$ cat src/rtl/stream_add_acc_pkg.sv
// Shared types and helpers for the streaming adder/accumulator.
package stream_add_pkg;

  typedef enum logic {
    MODE_ADD = 1'b0,
    MODE_ACC = 1'b1
  } mode_e;

  // Result width for a w-bit operand add: one carry bit on top.
  function automatic int unsigned RES_W(input int unsigned w);
    return w + 1;
  endfunction

  localparam int unsigned DEF_WIDTH = 4;

  // Output FIFO entry for the default operand width.
  typedef logic [RES_W(DEF_WIDTH)-1:0] fifo_entry_t;

endpackage

$ cat src/rtl/stream_add_acc_if.sv
// Producer/consumer stream bundle for stream_add_acc, plus status outputs.
interface stream_add_acc_if #(
  parameter int unsigned WIDTH = 4,
  parameter int unsigned CNT_W = 16
);
  import stream_add_pkg::*;

  logic                       in_valid;
  logic                       in_ready;
  logic [WIDTH-1:0]           a;
  logic [WIDTH-1:0]           b;
  logic                       mode;
  logic                       clr;
  logic                       out_valid;
  logic                       out_ready;
  logic [RES_W(WIDTH)-1:0]    y;
  logic                       ovf;
  logic [CNT_W-1:0]           txn_cnt;

  modport master (
    output in_valid, a, b, mode, clr, out_ready,
    input  in_ready, out_valid, y, ovf, txn_cnt
  );

  modport slave (
    input  in_valid, a, b, mode, clr, out_ready,
    output in_ready, out_valid, y, ovf, txn_cnt
  );

endinterface

$ cat src/rtl/stream_add_acc_fifo.sv
// Single-clock FIFO with full/empty; head reads as zero when empty.
module sync_fifo
  import stream_add_pkg::*;
#(
  parameter int unsigned W     = RES_W(DEF_WIDTH),
  parameter int unsigned DEPTH = 4
) (
  input  logic         clk,
  input  logic         rst_n,
  input  logic         i_push,
  input  logic [W-1:0] i_din,
  input  logic         i_pop,
  output logic [W-1:0] o_dout,
  output logic         o_full,
  output logic         o_empty
);

  localparam int unsigned AW = $clog2(DEPTH);

  logic [W-1:0]  r_mem [DEPTH];
  logic [AW-1:0] r_wr;
  logic [AW-1:0] r_rd;
  logic [AW:0]   r_cnt;
  logic          w_push;
  logic          w_pop;

  assign w_push  = i_push && !o_full;
  assign w_pop   = i_pop && !o_empty;
  assign o_full  = (r_cnt == (AW+1)'(DEPTH));
  assign o_empty = (r_cnt == '0);
  assign o_dout  = o_empty ? '0 : r_mem[r_rd];

  // Pointer and occupancy tracking; pointers wrap naturally at DEPTH.
  always_ff @(posedge clk) begin
    if (!rst_n) begin
      r_wr  <= '0;
      r_rd  <= '0;
      r_cnt <= '0;
    end else begin
      if (w_push) r_wr <= r_wr + 1'b1;
      if (w_pop)  r_rd <= r_rd + 1'b1;
      case ({w_push, w_pop})
        2'b10:   r_cnt <= r_cnt + 1'b1;
        2'b01:   r_cnt <= r_cnt - 1'b1;
        default: r_cnt <= r_cnt;
      endcase
    end
  end

  // Storage write; contents need no reset since the head is masked when empty.
  always_ff @(posedge clk) begin
    if (rst_n && w_push) r_mem[r_wr] <= i_din;
  end

endmodule

$ cat src/rtl/stream_add_acc.sv
// Streaming adder/accumulator with valid/ready on both sides and an output FIFO.
// Optional feature: STREAM_ADD_SAT_EN saturates ACC overflow instead of wrapping.
module stream_add_acc
  import stream_add_pkg::*;
#(
  parameter int unsigned WIDTH = 4,
  parameter int unsigned DEPTH = 4,
  parameter int unsigned CNT_W = 16
) (
  input logic              clk,
  input logic              rst_n,
  stream_add_acc_if.slave  io_bus
);

  localparam int unsigned RW = RES_W(WIDTH);
  localparam int unsigned SW = WIDTH + 2;

  logic [RW-1:0]    r_acc;
  logic             r_ovf;
  logic [CNT_W-1:0] r_cnt;

  mode_e            w_mode;
  logic             w_full;
  logic             w_empty;
  logic             w_accept;
  logic             w_pop;
  logic [RW-1:0]    w_base;
  logic [SW-1:0]    w_sum;
  logic             w_of;
  logic [RW-1:0]    w_res;
  logic [RW-1:0]    w_acc_nxt;
  logic             w_ovf_nxt;
  logic [RW-1:0]    w_head;

  assign w_mode   = mode_e'(io_bus.mode);
  assign w_accept = io_bus.in_valid && !w_full;
  assign w_pop    = io_bus.out_ready && !w_empty;

  // Result and next accumulator/overflow state for the current cycle.
  always_comb begin
    w_base    = io_bus.clr ? '0 : r_acc;
    w_sum     = SW'(w_base) + SW'(io_bus.a) + SW'(io_bus.b);
    w_of      = 1'b0;
    w_res     = RW'(io_bus.a) + RW'(io_bus.b);
    w_acc_nxt = r_acc;
    w_ovf_nxt = r_ovf;
    if (w_mode == MODE_ACC) begin
      w_of = w_sum[SW-1];
`ifdef STREAM_ADD_SAT_EN
      w_res = w_of ? '1 : w_sum[RW-1:0];
`else
      w_res = w_sum[RW-1:0];
`endif
    end
    if (w_accept && (w_mode == MODE_ACC)) begin
      w_acc_nxt = w_res;
      w_ovf_nxt = io_bus.clr ? w_of : (r_ovf | w_of);
    end else if (io_bus.clr) begin
      w_acc_nxt = '0;
      w_ovf_nxt = 1'b0;
    end
  end

  // Accumulator, sticky overflow and accepted-beat counter.
  always_ff @(posedge clk) begin
    if (!rst_n) begin
      r_acc <= '0;
      r_ovf <= 1'b0;
      r_cnt <= '0;
    end else begin
      r_acc <= w_acc_nxt;
      r_ovf <= w_ovf_nxt;
      if (w_accept) r_cnt <= r_cnt + 1'b1;
    end
  end

  sync_fifo #(
    .W     (RW),
    .DEPTH (DEPTH)
  ) u_fifo (
    .clk     (clk),
    .rst_n   (rst_n),
    .i_push  (w_accept),
    .i_din   (w_res),
    .i_pop   (w_pop),
    .o_dout  (w_head),
    .o_full  (w_full),
    .o_empty (w_empty)
  );

  assign io_bus.in_ready  = !w_full;
  assign io_bus.out_valid = !w_empty;
  assign io_bus.y         = w_head;
  assign io_bus.ovf       = r_ovf;
  assign io_bus.txn_cnt   = r_cnt;

endmodule

$ cat src/flat_wrapper.sv
// flat-port wrapper written by rule: the top's interface ports become plain ports
module stream_add_acc_flat import stream_add_pkg::*;
#(
  parameter int unsigned WIDTH = 4,
  parameter int unsigned DEPTH = 4,
  parameter int unsigned CNT_W = 16
)
  (clk, rst_n, io_bus_in_valid, io_bus_a, io_bus_b, io_bus_mode, io_bus_clr, io_bus_out_ready, io_bus_in_ready, io_bus_out_valid, io_bus_y, io_bus_ovf, io_bus_txn_cnt);
  stream_add_acc_if #(.WIDTH(WIDTH), .CNT_W(CNT_W)) io_bus_i ();
  input logic clk;
  input logic rst_n;
  input wire logic [$bits(io_bus_i.in_valid)-1:0] io_bus_in_valid;
  input wire logic [$bits(io_bus_i.a)-1:0] io_bus_a;
  input wire logic [$bits(io_bus_i.b)-1:0] io_bus_b;
  input wire logic [$bits(io_bus_i.mode)-1:0] io_bus_mode;
  input wire logic [$bits(io_bus_i.clr)-1:0] io_bus_clr;
  input wire logic [$bits(io_bus_i.out_ready)-1:0] io_bus_out_ready;
  output wire logic [$bits(io_bus_i.in_ready)-1:0] io_bus_in_ready;
  output wire logic [$bits(io_bus_i.out_valid)-1:0] io_bus_out_valid;
  output wire logic [$bits(io_bus_i.y)-1:0] io_bus_y;
  output wire logic [$bits(io_bus_i.ovf)-1:0] io_bus_ovf;
  output wire logic [$bits(io_bus_i.txn_cnt)-1:0] io_bus_txn_cnt;
  assign io_bus_i.in_valid = io_bus_in_valid;
  assign io_bus_i.a = io_bus_a;
  assign io_bus_i.b = io_bus_b;
  assign io_bus_i.mode = io_bus_mode;
  assign io_bus_i.clr = io_bus_clr;
  assign io_bus_i.out_ready = io_bus_out_ready;
  assign io_bus_in_ready = io_bus_i.in_ready;
  assign io_bus_out_valid = io_bus_i.out_valid;
  assign io_bus_y = io_bus_i.y;
  assign io_bus_ovf = io_bus_i.ovf;
  assign io_bus_txn_cnt = io_bus_i.txn_cnt;
  stream_add_acc #(.WIDTH(WIDTH), .DEPTH(DEPTH), .CNT_W(CNT_W)) u_core (.clk(clk), .rst_n(rst_n), .io_bus(io_bus_i));
endmodule
$ cat config.mk
export PLATFORM = sky130hd
export DESIGN_NAME = stream_add_acc_flat
export DESIGN_NICKNAME = d
export VERILOG_FILES = /design/src/rtl/stream_add_acc_pkg.sv /design/src/rtl/stream_add_acc_if.sv /design/src/rtl/stream_add_acc_fifo.sv /design/src/rtl/stream_add_acc.sv /design/src/flat_wrapper.sv
export SDC_FILE = /design/constraint.sdc
export NUM_CORES = 1
export LEC_CHECK = 0
export CAP_MARGIN = 15
export CORE_ASPECT_RATIO = 1.4
export CORE_UTILIZATION = 53
export DETAILED_ROUTE_END_ITERATION = 8
export DONT_BUFFER_PORTS = 1
export PLACE_DENSITY = 0.7
export SETUP_SLACK_MARGIN = 0.15
export SLEW_MARGIN = 20
export SYNTH_ARGS = -nofsm -noshare
export SYNTH_HDL_FRONTEND = slang
export SYNTH_SLANG_ARGS = --single-unit
$ cat constraint.sdc
create_clock -name clk -period 3.3 [get_ports clk]
set_input_delay 0.66 -clock clk [delete_from_list [all_inputs] [get_ports clk]]
set_output_delay 0.66 -clock clk [all_outputs]
set_load 0.01 [all_outputs]
==> results.py, run 1 <==
metrics = {
    "global_routing": {
        "overflow": 0,
        "grt_max_degree": 31,
        "grt_pass1_wl_um": 7141,
        "grt_pass1_vias": 1586,
        "grt.total_usage_pct": 18.52,
        "grt_antenna_before_repair": 0,
    },
    "yosys": {
        "synth_edf_count": 20,
        "synth_cell_types": 37,
        "synthMuxAreaShare_pct": 6.938,
        "synth_most_common_cell": "dfxtp_1",
        "yosysWarnings": 0,
        "yosys-top-cells-area": "dfxtp_1 24%, edfxtp_1 23%, ha_1 6.8%, fa_1 5.4%, mux4_2 4.4%",
        "syn_area_mm2": 0.002579,
        "synth_fa_ha_area_share_pct": 12.23,
        "syn-num-nets": 268,
        "synth.top_cell.area_share_pct": 24.07,
        "synth_seq_cells": 51,
        "yosysTopAreaCell": "dfxtp_1",
        "ys_seq_area_share_pct": 47.36,
        "synthXorXnorAreaFrac_pct": 5.434,
        "synth-main-ff-cell": "dfxtp_1",
        "yosys.area_share.simple_pct": 17.71,
        "synth_cells": 233,
        "synth_compound_area_share_pct": 6.841,
        "syn_area_per_cell_um2": 11.07,
        "synthArstFlopShare_pct": 0,
        "synth_top_cells_by_count": "31 x dfxtp_1, 20 x edfxtp_1, 18 x nor2_1, 16 x a21oi_1, 14 x ha_1",
        "synth_top_family_by_area": "simple AND/OR/NAND/NOR gates",
    },
    "finish": {
        "drive_gt1_share_pct": 8.584,
        "fillers": 401,
        "area_delta_synth_final_pct": 6.793,
        "final_cell_area_mm2": 0.002754,
        "n_antenna_cell": 0,
        "nNetsFinal": 267,
        "stdcell_count": 295,
        "fin_util_pct": 59.76,
    },
    "critical_path": {
        "crit_path_start_kind": "flop",
        "worstSetupPathType": "reg2reg",
        "endpoint_kind": "flop",
        "worst-path-max-fanout": 10,
        "arrival_ns": 2.78,
        "crit_required_ns": 3.52,
        "r2r_slack_ns": 0.73,
    },
    "clock_tree": {
        "ctsResizeCount": 0,
        "clockBufferDepth": 2,
        "post_cts_buffers": 0,
        "path_clk_slew_ns": 0.09,
        "cts.sinks": 51,
        "cts-root-buf": "clkbuf_8",
        "htree_levels": 2,
        "insertion_delay_ns": 0.30,
        "cts.hold.buffers_added": 0,
        "numCtsBuffers": 5,
        "cts_tree": "built",
    },
    "timing": {
        "setup_violations": 0,
        "hold_slack_ns": 0.5010,
        "hold_viol": 0,
        "setup_slack_ns": 0.7321,
        "finalClockSkew_ns": 0.009188,
        "slew_violations": 0,
        "relSlewSlack_pct": 38.71,
        "setup_tns_ns": 0,
        "rsz0062_at_grt": "false",
        "finalCritPeriodShare_pct": 77.82,
        "fmax_mhz": 389.4,
        "worst_pin_slew_ns": 0.9184,
        "fin_crit_ns": 2.568,
    },
    "route": {
        "drcViolationCount": 0,
        "dr_total_vias": 1609,
        "firstDrtPassIters": 4,
        "drt_wl_total_um": 4118,
        "drt_first_iter_violations": 17,
        "wl_per_cell_um": 13.96,
        "via_per_inst": 5.454,
        "postRouteAntennaNets": 0,
    },
    "pwr": {
        "p_per_area_mw_per_mm2": 615.2,
        "ir_drop_uv": 382.0,
        "power.total_mw": 1.694,
        "p_leak_nw": 1.019,
    },
    "place": {
        "dp_hpwl_um": 3112,
        "dpl_cell_area_mm2": 0.002618,
        "dpl.cell_count": 287,
        "gp_congestion": 0.8179,
        "dpl_worst_slack_ns": 0.6611,
        "port_buffers": 0,
    },
    "die": {
        "dieHeight_um": 84.54,
        "dieArea_mm2": 0.005152,
        "io_pins": 38,
        "die_w_um": 60.95,
        "start_util_pct": 55.96,
        "core_area_mm2": 0.004608,
        "rows": 29,
    },
    "run_status": {
        "status": "finished, final reports clean",
    },
    "min_path": {
        "min_path_type": "reg2reg",
    },
    "flow_run": {
        "maxCapViolations": 0,
    },
}
[placed cells by master (no fill, tap or decap), types with 2 or more instances in the layout]
| cell type | count |
|---|---|
| fa_1 | 7 |
| xnor2_1 | 7 |
| bufinv_16 | 2 |
| or4_1 | 2 |
| edfxtp_1 | 20 |
| and2_1 | 7 |
| nand3_1 | 10 |
| or3_1 | 7 |
| and3_1 | 5 |
| nor2_1 | 18 |
| mux2i_1 | 4 |
| mux4_2 | 5 |
| a21o_1 | 3 |
| inv_1 | 12 |
| nand4_1 | 7 |
| ha_1 | 14 |
| dfxtp_1 | 31 |
| nand2_1 | 8 |
| nor2b_1 | 5 |
| nand2b_1 | 3 |
| o31ai_1 | 2 |
| xor2_1 | 9 |
| clkbuf_8 | 5 |
| o21ai_0 | 10 |
| and4_1 | 3 |
| a21oi_1 | 16 |
[power by group]
group / internal (mW) / switching [mW]
clock: 0.302 / 0.198
combinational: 0.185 / 0.219
sequential: 0.728 / 0.0618
[cell type report]
type | count | area [µm²] | area share [%]
Clock buffer | 5 | 68.82 | 2.499
Clock inverter | 3 | 67.56 | 2.453
Inverter | 13 | 51.30 | 1.863
Multi-Input combinational cell | 161 | 1267 | 46.02
Sequential cell | 51 | 1221 | 44.34
Tap cell | 62 | 77.57 | 2.817
[registers in the layout, summed over array words and instances, names as in the netlist, named ones only]
signal                 flops
u_core.u_fifo.r_mem       20
u_core.io_bus.txn_cnt     16
u_core.r_acc               5
u_core.u_fifo.r_cnt        3
u_core.u_fifo.r_rd         2
u_core.u_fifo.r_wr         2
u_core.io_bus.ovf          1
[path summary, 6_finish.rpt]
kind | from | endpoint | cells past startpoint
worst max-delay path | u_core.u_fifo.r_cnt[0] | u_core.u_fifo.r_cnt[2] | 10
worst min-delay path | u_core.u_fifo.r_wr[1] | u_core.u_fifo.r_wr[1] | 2
worst max register to register | u_core.u_fifo.r_cnt[0] | u_core.u_fifo.r_cnt[2] | 10
worst min register to register | u_core.u_fifo.r_wr[1] | u_core.u_fifo.r_wr[1] | 2
[routing by layer]
layer,track usage (%),vias to the layer above,share of wire (%)
met5,0,-,0
met4,7.231,0,1.2
met3,5.393,4,3.7
met2,28.27,26,47
met1,24.52,753,48
li1,-,826,-
[worst max-delay path, stage by stage (launching register included)]
cell and delay, ns:
dfxtp_1 0.37, nor3b_4 0.37, inv_4 0.13, and2_1 0.28, inv_1 0.14, ha_1 0.19
inv_1 0.06, fa_1 0.37, xor2_1 0.15, or3_1 0.30, a21oi_1 0.14
[cell families after synthesis]
logic type,after synthesis
simple gates,81
buf+inv,21
compound gates,32
xor+xnor,16
flops,51
mux,11
fa+ha+maj,21
No activity file was read; power rests on OpenSTA's default activity.
==> inputs of run 2 (changes only) <==
Settings changed: PLACE_DENSITY 0.7 to 0.73.
Clock period 3.3 ns to 2.25 ns, I/O delays scaled along.
==> run 2 against run 1 <==
  * Worst hold slack lost 0.18 ns
  * Die area stayed put
  * Clock power grew 50%
  * Utilization up 2.9 points
  * Critical path type unchanged
  * Largest power group unchanged
==> results.py, run 2 (same netlist as run 1, synthesis figures left out) <==
metrics = {
    "die": {
        "dieHeight_um": 84.54,
        "start_util_pct": 55.96,
        "core_area_mm2": 0.004608,
        "io_pins": 38,
        "dieArea_mm2": 0.005152,
        "rows": 29,
        "die_w_um": 60.95,
    },
    "timing": {
        "slew_violations": 0,
        "hold_viol": 0,
        "worst_pin_slew_ns": 0.4586,
        "setup_tns_ns": 0,
        "relSlewSlack_pct": 69.39,
        "fmax_mhz": 471.0,
        "setup_slack_ns": 0.1267,
        "finalClockSkew_ns": 0.005662,
        "rsz0062_at_grt": "true",
        "setup_violations": 0,
        "finalCritPeriodShare_pct": 94.37,
        "fin_crit_ns": 2.123,
    },
    "critical_path": {
        "crit_end": "u_core.u_fifo.r_mem[0][4]",
        "slowest_stage": "fa_1",
        "crit_path_start_kind": "flop",
        "critical-path-top-delay-family": "adder cells",
        "worst-path-max-fanout": 4,
        "worstSetupPathType": "reg2reg",
        "path_buf_inv": 0,
        "slowest_delay_ns": 0.47,
        "crit_chain": "nor2b_4 > fa_1 > ha_1 > a211o_1 > a21o_1 > nand3_2 > o21ai_2",
        "arrival_ns": 2.18,
        "reg2reg_from": "u_core.r_acc[2]",
        "crit_cells": 7,
        "ff2ff_path_depth": 7,
        "reg2reg_to": "u_core.u_fifo.r_mem[0][4]",
        "r2r_slack_ns": 0.13,
        "endpoint_kind": "flop",
        "setup.worst_path.start": "u_core.r_acc[2]",
        "crit_required_ns": 2.30,
    },
    "finish": {
        "drive_gt1_share_pct": 19.25,
        "regMostFlops": "u_core.u_fifo.r_mem",
        "mostFrequentLayoutCells": "27 x dfxtp_1, 20 x edfxtp_1, 18 x nor2_1",
        "area_delta_synth_final_pct": 12.03,
        "n_antenna_cell": 0,
        "largest_reg_flops": 20,
        "nNetsFinal": 273,
        "final_common_cell": "dfxtp_1",
    },
    "pwr": {
        "p_per_area_mw_per_mm2": 915.4,
        "p_leak_nw": 1.055,
        "ir_drop_uv": 556.9,
    },
    "clock_tree": {
        "cts-root-buf": "clkbuf_8",
        "cts_tree": "built",
        "insertion_delay_ns": 0.30,
        "clockBufferDepth": 2,
        "cts.hold.buffers_added": 0,
        "path_clk_slew_ns": 0.09,
        "htree_levels": 2,
        "cts.sinks": 51,
        "numCtsBuffers": 5,
    },
    "global_routing": {
        "grtUsageMet3_pct": 5.701,
        "grt_max_degree": 17,
        "overflow": 0,
        "use_met2_pct": 35.56,
        "grt_pass1_vias": 1745,
        "grt_pass1_wl_um": 7741,
        "met1_usage_pct": 22.72,
        "top_usage_layer": "met2",
        "grt_antenna_before_repair": 0,
        "grt.total_usage_pct": 20.34,
    },
    "route": {
        "via_per_inst": 5.754,
        "dr_total_vias": 1732,
        "wl_per_cell_um": 15.35,
        "drcViolationCount": 0,
        "firstDrtPassIters": 4,
        "drt_first_iter_violations": 37,
        "postRouteAntennaNets": 0,
        "drt_wl_total_um": 4619,
    },
    "min_path": {
        "min_path_type": "in2reg",
    },
    "place": {
        "gp_congestion": 0.8028,
        "dpl_worst_slack_ns": 0.03789,
        "dp_hpwl_um": 3418,
        "port_buffers": 0,
    },
    "flow_run": {
        "maxCapViolations": 0,
    },
    "run_status": {
        "status": "finished, final reports clean",
    },
}
## run 2: cell types whose count changed in the layout (fill, tap and decap cells not counted), sizes merged
cell,delta
buf,+6
## run 2: per-layer routing
| layer | wire, µm | share of wire [%] |
|---|---|---|
| met1 | 1838 | 40 |
| met2 | 2463 | 53 |
| met3 | 230 | 5.0 |
| met4 | 86 | 1.9 |
| met5 | 0 | 0 |
## run 2: layout make-up
cell class	instances	area, µm²
fill	385	1719
multi-input combinational	161	1348
sequential	51	1229
tap	62	77.57
clock buffer	5	68.82
clock inverter	3	67.56
inverter	13	53.80
timing repair buffer	6	45.04
## run 2: timing repair
| item | 4_1_cts | 5_1_grt |
|---|---|---|
| buffers inserted | 2 | 0 |
| pin swaps | 7 | 5 |
| gates resized for setup | 4 | 6 |
| hold endpoints to repair | 0 | 0 |
| endpoints found under the setup margin | 7 | 19 |
## run 2: worst register-to-register path: stages (launching register included)
cell,delay [ns]
dfxtp_1,0.32
nor2b_4,0.15
fa_1,0.47
ha_1,0.30
a211o_1,0.28
a21o_1,0.20
nand3_2,0.08
o21ai_2,0.07
## run 2: worst min path at each step
stage	endpoint	depth (start not counted)	slack [ns]	from
floorplan	u_core.u_fifo.r_wr[1]	2	0.47	u_core.u_fifo.r_wr[1]
global placement	u_core.u_fifo.r_cnt[2]	2	0.49	u_core.u_fifo.r_cnt[2]
detailed placement	u_core.u_fifo.r_wr[1]	2	0.49	u_core.u_fifo.r_wr[1]
CTS	u_core.io_bus.ovf	2	0.32	io_bus_clr
global route	u_core.io_bus.ovf	2	0.31	io_bus_clr
finish	u_core.io_bus.ovf	2	0.32	io_bus_clr
## run 2: through the flow
stage | total power [mW] | util (%) | std cells | cell area, µm² | hold slack (ns)
final | 2.645 | 62.69 | 301 | 2889 | 0.3222
after global routing | 2.796 | 62.69 | 301 | 2889 | 0.3147
after CTS | 2.646 | 62.39 | 301 | 2875 | 0.3199
after detailed placement | 1.873 | 58.78 | 291 | 2709 | 0.4941
after global placement | 1.857 | 58.78 | 291 | 2709 | 0.4877
after floorplan | 1.736 | - | 233 | 2646 | 0.4692
## run 2: where the power goes
group / switching, mW / leakage [nW] / total (mW) / internal (mW)
Sequential: 0.0916 / 0.436 / 1.17 / 1.08
Clock: 0.306 / 0.0644 / 0.749 / 0.443
Combinational: 0.371 / 0.555 / 0.727 / 0.356
Total: 0.768 / 1.06 / 2.64 / 1.88
==> inputs of run 3 (changes only) <==
Settings changed: SLEW_MARGIN 20 to default, SYNTH_HIERARCHICAL from default to 1.
==> run 3 against run 2 <==
  * Final cell count rose by 1.3%
  * First-iteration DRC count shrank 35%
  * Routed wire length is 6.8% lower
  * Utilization down 2.3 points
  * Synthesized area grew 3.3%
  * Flip-flop and latch count is the same
  * Die area grew 3.2%
  * Synthesized cell count is the same
  * Sequential share of layout area is 0.38 points lower
  * Via count is 6.7% lower
  * Largest power group unchanged
==> results.py, run 3 <==
metrics = {
    "critical_path": {
        "critical-path-top-delay-family": "simple AND/OR/NAND/NOR gates",
        "slowest_delay_ns": 0.37,
        "worstSetupPathType": "reg2reg",
        "cp_common_cell": "inv_2",
        "crit_chain": "nor3b_4 > and2b_1 > nor2b_1 > inv_2 > ha_4 > inv_2 > fa_2 > xor2_1 > or3_1 > a21boi_1",
        "path_buf_inv": 2,
        "worst-path-max-fanout": 4,
        "crit_path_start_kind": "flop",
        "crit_required_ns": 2.48,
        "slowest_stage": "dfxtp_4",
        "endpoint_kind": "flop",
        "arrival_ns": 2.35,
    },
    "yosys": {
        "synth_cells": 233,
        "synthArstFlopShare_pct": 0,
        "synth.top_cell.area_share_pct": 23.30,
        "syn-num-nets": 268,
        "synth_edf_count": 20,
        "syn_area_mm2": 0.002664,
        "yosys-top-cells-area": "dfxtp_1 23%, edfxtp_1 23%, ha_1 6.6%, fa_1 5.3%, mux4_2 4.2%",
        "yosysTopAreaCell": "dfxtp_1",
        "synth_cell_types": 45,
        "yosysWarnings": 6,
        "synth_seq_cells": 51,
        "synth-main-ff-cell": "dfxtp_1",
        "synth_top_cells_by_count": "31 x dfxtp_1, 20 x edfxtp_1, 15 x nand2_1, 14 x and2_1, 14 x ha_1",
        "synth_most_common_cell": "dfxtp_1",
        "ys_seq_area_share_pct": 45.84,
        "syn_area_per_cell_um2": 11.43,
    },
    "global_routing": {
        "top_usage_layer": "met2",
        "grt_max_degree": 40,
        "use_met2_pct": 33.14,
        "met1_usage_pct": 20.08,
        "grt_pass1_wl_um": 7251,
        "grt_antenna_before_repair": 0,
        "grt_pass1_vias": 1637,
        "grtUsageMet3_pct": 5.882,
        "overflow": 0,
        "grt.total_usage_pct": 18.55,
    },
    "timing": {
        "hold_viol": 0,
        "fin_crit_ns": 2.120,
        "setup_slack_ns": 0.1297,
        "finalCritPeriodShare_pct": 94.23,
        "finalClockSkew_ns": 0.005955,
        "rsz0062_at_grt": "true",
        "slew_violations": 0,
        "fmax_mhz": 471.6,
        "relSlewSlack_pct": 75.35,
        "worst_pin_slew_ns": 0.3697,
        "setup_violations": 0,
    },
    "place": {
        "dpl.cell_count": 293,
        "port_buffers": 0,
        "dp_hpwl_um": 3352,
        "gp_congestion": 0.8392,
        "dpl_worst_slack_ns": 0.02718,
    },
    "die": {
        "io_pins": 38,
        "start_util_pct": 55.01,
        "rows": 30,
        "core_area_mm2": 0.004842,
        "die_w_um": 61.92,
        "dieArea_mm2": 0.005317,
        "dieHeight_um": 85.88,
    },
    "flow_run": {
        "maxCapViolations": 0,
    },
    "finish": {
        "n_antenna_cell": 0,
        "drive_gt1_share_pct": 17.84,
        "final_common_cell": "dfxtp_1",
        "stdcell_count": 305,
        "nNetsFinal": 275,
        "area_delta_synth_final_pct": 9.770,
        "mostFrequentLayoutCells": "26 x dfxtp_1, 20 x edfxtp_1, 15 x nand2_1",
        "largest_reg_flops": 20,
        "regMostFlops": "u_core/u_fifo/r_mem",
    },
    "pwr": {
        "ir_drop_uv": 440.7,
        "power.total_mw": 2.313,
        "p_leak_nw": 1.104,
        "p_per_area_mw_per_mm2": 791.0,
    },
    "min_path": {
        "min_path_type": "in2reg",
    },
    "clock_tree": {
        "insertion_delay_ns": 0.30,
        "cts_tree": "built",
        "numCtsBuffers": 5,
        "cts.sinks": 51,
        "clockBufferDepth": 2,
        "path_clk_slew_ns": 0.09,
        "cts-root-buf": "clkbuf_8",
        "cts.hold.buffers_added": 0,
        "htree_levels": 2,
    },
    "route": {
        "wl_per_cell_um": 14.12,
        "dr_total_vias": 1616,
        "firstDrtPassIters": 4,
        "via_per_inst": 5.298,
        "drt_first_iter_violations": 24,
        "drt_wl_total_um": 4306,
        "drcViolationCount": 0,
        "postRouteAntennaNets": 0,
    },
    "run_status": {
        "status": "finished, final reports clean",
    },
}
[run 3: changes by cell type in the layout (fill, tap and decap cells not counted), moves of 3 or more]
cell / before / now
nand2_1: 8 / 15
and2b_1: 0 / 6
nand3_1: 9 / 4
nor2b_1: 2 / 8
a21oi_1: 14 / 2
buf_4: 6 / 9
mux2i_1: 4 / 8
a21boi_1: 0 / 3
o21ai_1: 2 / 5
nor2_1: 18 / 0
a21boi_0: 0 / 4
and2_1: 6 / 14
[run 3: worst paths after layout]
check / startpoint / end / slack [ns] / cells past startpoint
worst max register to register: u_core/u_fifo/r_cnt[0] / u_core/u_fifo/r_cnt[2] / 0.13 / 10
worst max-delay path: u_core/u_fifo/r_cnt[0] / u_core/u_fifo/r_cnt[2] / 0.13 / 10
worst min register to register: u_core/u_fifo/r_rd[0] / flop / 0.49 / 2
worst min-delay path: rst_n / u_core/io_bus.txn_cnt[3] / 0.27 / 1
[run 3: what timing repair did]
item	4_1_cts	5_1_grt
setup endpoints to repair	2	12
pin swaps	2	2
resized for setup	2	3
buffers inserted	3	1
[run 3: cell type report]
| class | instances | area (µm²) |
|---|---|---|
| clock inverter | 3 | 20.02 |
| timing repair buffer | 9 | 67.56 |
| clock buffer | 5 | 68.82 |
| sequential | 51 | 1232 |
| fill | 397 | 1918 |
| multi-input combinational | 159 | 1403 |
| tap | 64 | 80.08 |
| inverter | 14 | 52.55 |
[run 3: power by group]
group          internal, mW  leakage, nW  switching [mW]
registers              1.07        0.436          0.0750
logic                 0.341        0.626           0.321
clock network         0.217       0.0418           0.290
total                  1.63         1.10           0.686
[run 3: kinds of logic (layout without fill, tap and decap cells)]
| kind of cell | Yosys count | count (layout) | synth area share (%) |
|---|---|---|---|
| muxes | 14 | 14 | 7.656 |
| AOI/OAI and AO/OA | 32 | 32 | 7.609 |
| xor gates and xnor gates | 15 | 15 | 4.932 |
| adders and majority gates | 21 | 21 | 11.84 |
| and+or+nand+nor | 77 | 77 | 18.46 |
| buffers and inverters | 23 | 31 | 3.664 |
| DFF | 51 | 51 | 45.84 |
[run 3: per-stage QoR]
step	setup TNS, ns	area [µm²]	util [%]	hold WS [ns]
after global placement	0	2794	57.70	0.4771
after global routing	0	2924	60.39	0.2459
after CTS	0	2912	60.13	0.2539
final	0	2924	60.39	0.2705
after detailed placement	0	2794	57.70	0.4904
after floorplan	-0.06738	2725	-	0.4607
[run 3: metal layers]
layer  wire length (µm)  up-vias  part of all wire [%]
li1                   -      832                     -
met1               1721      752                    40
met2               2366       28                    55
met3                176        4                   4.1
met4                 40        0                  0.93
met5                  0        -                     0
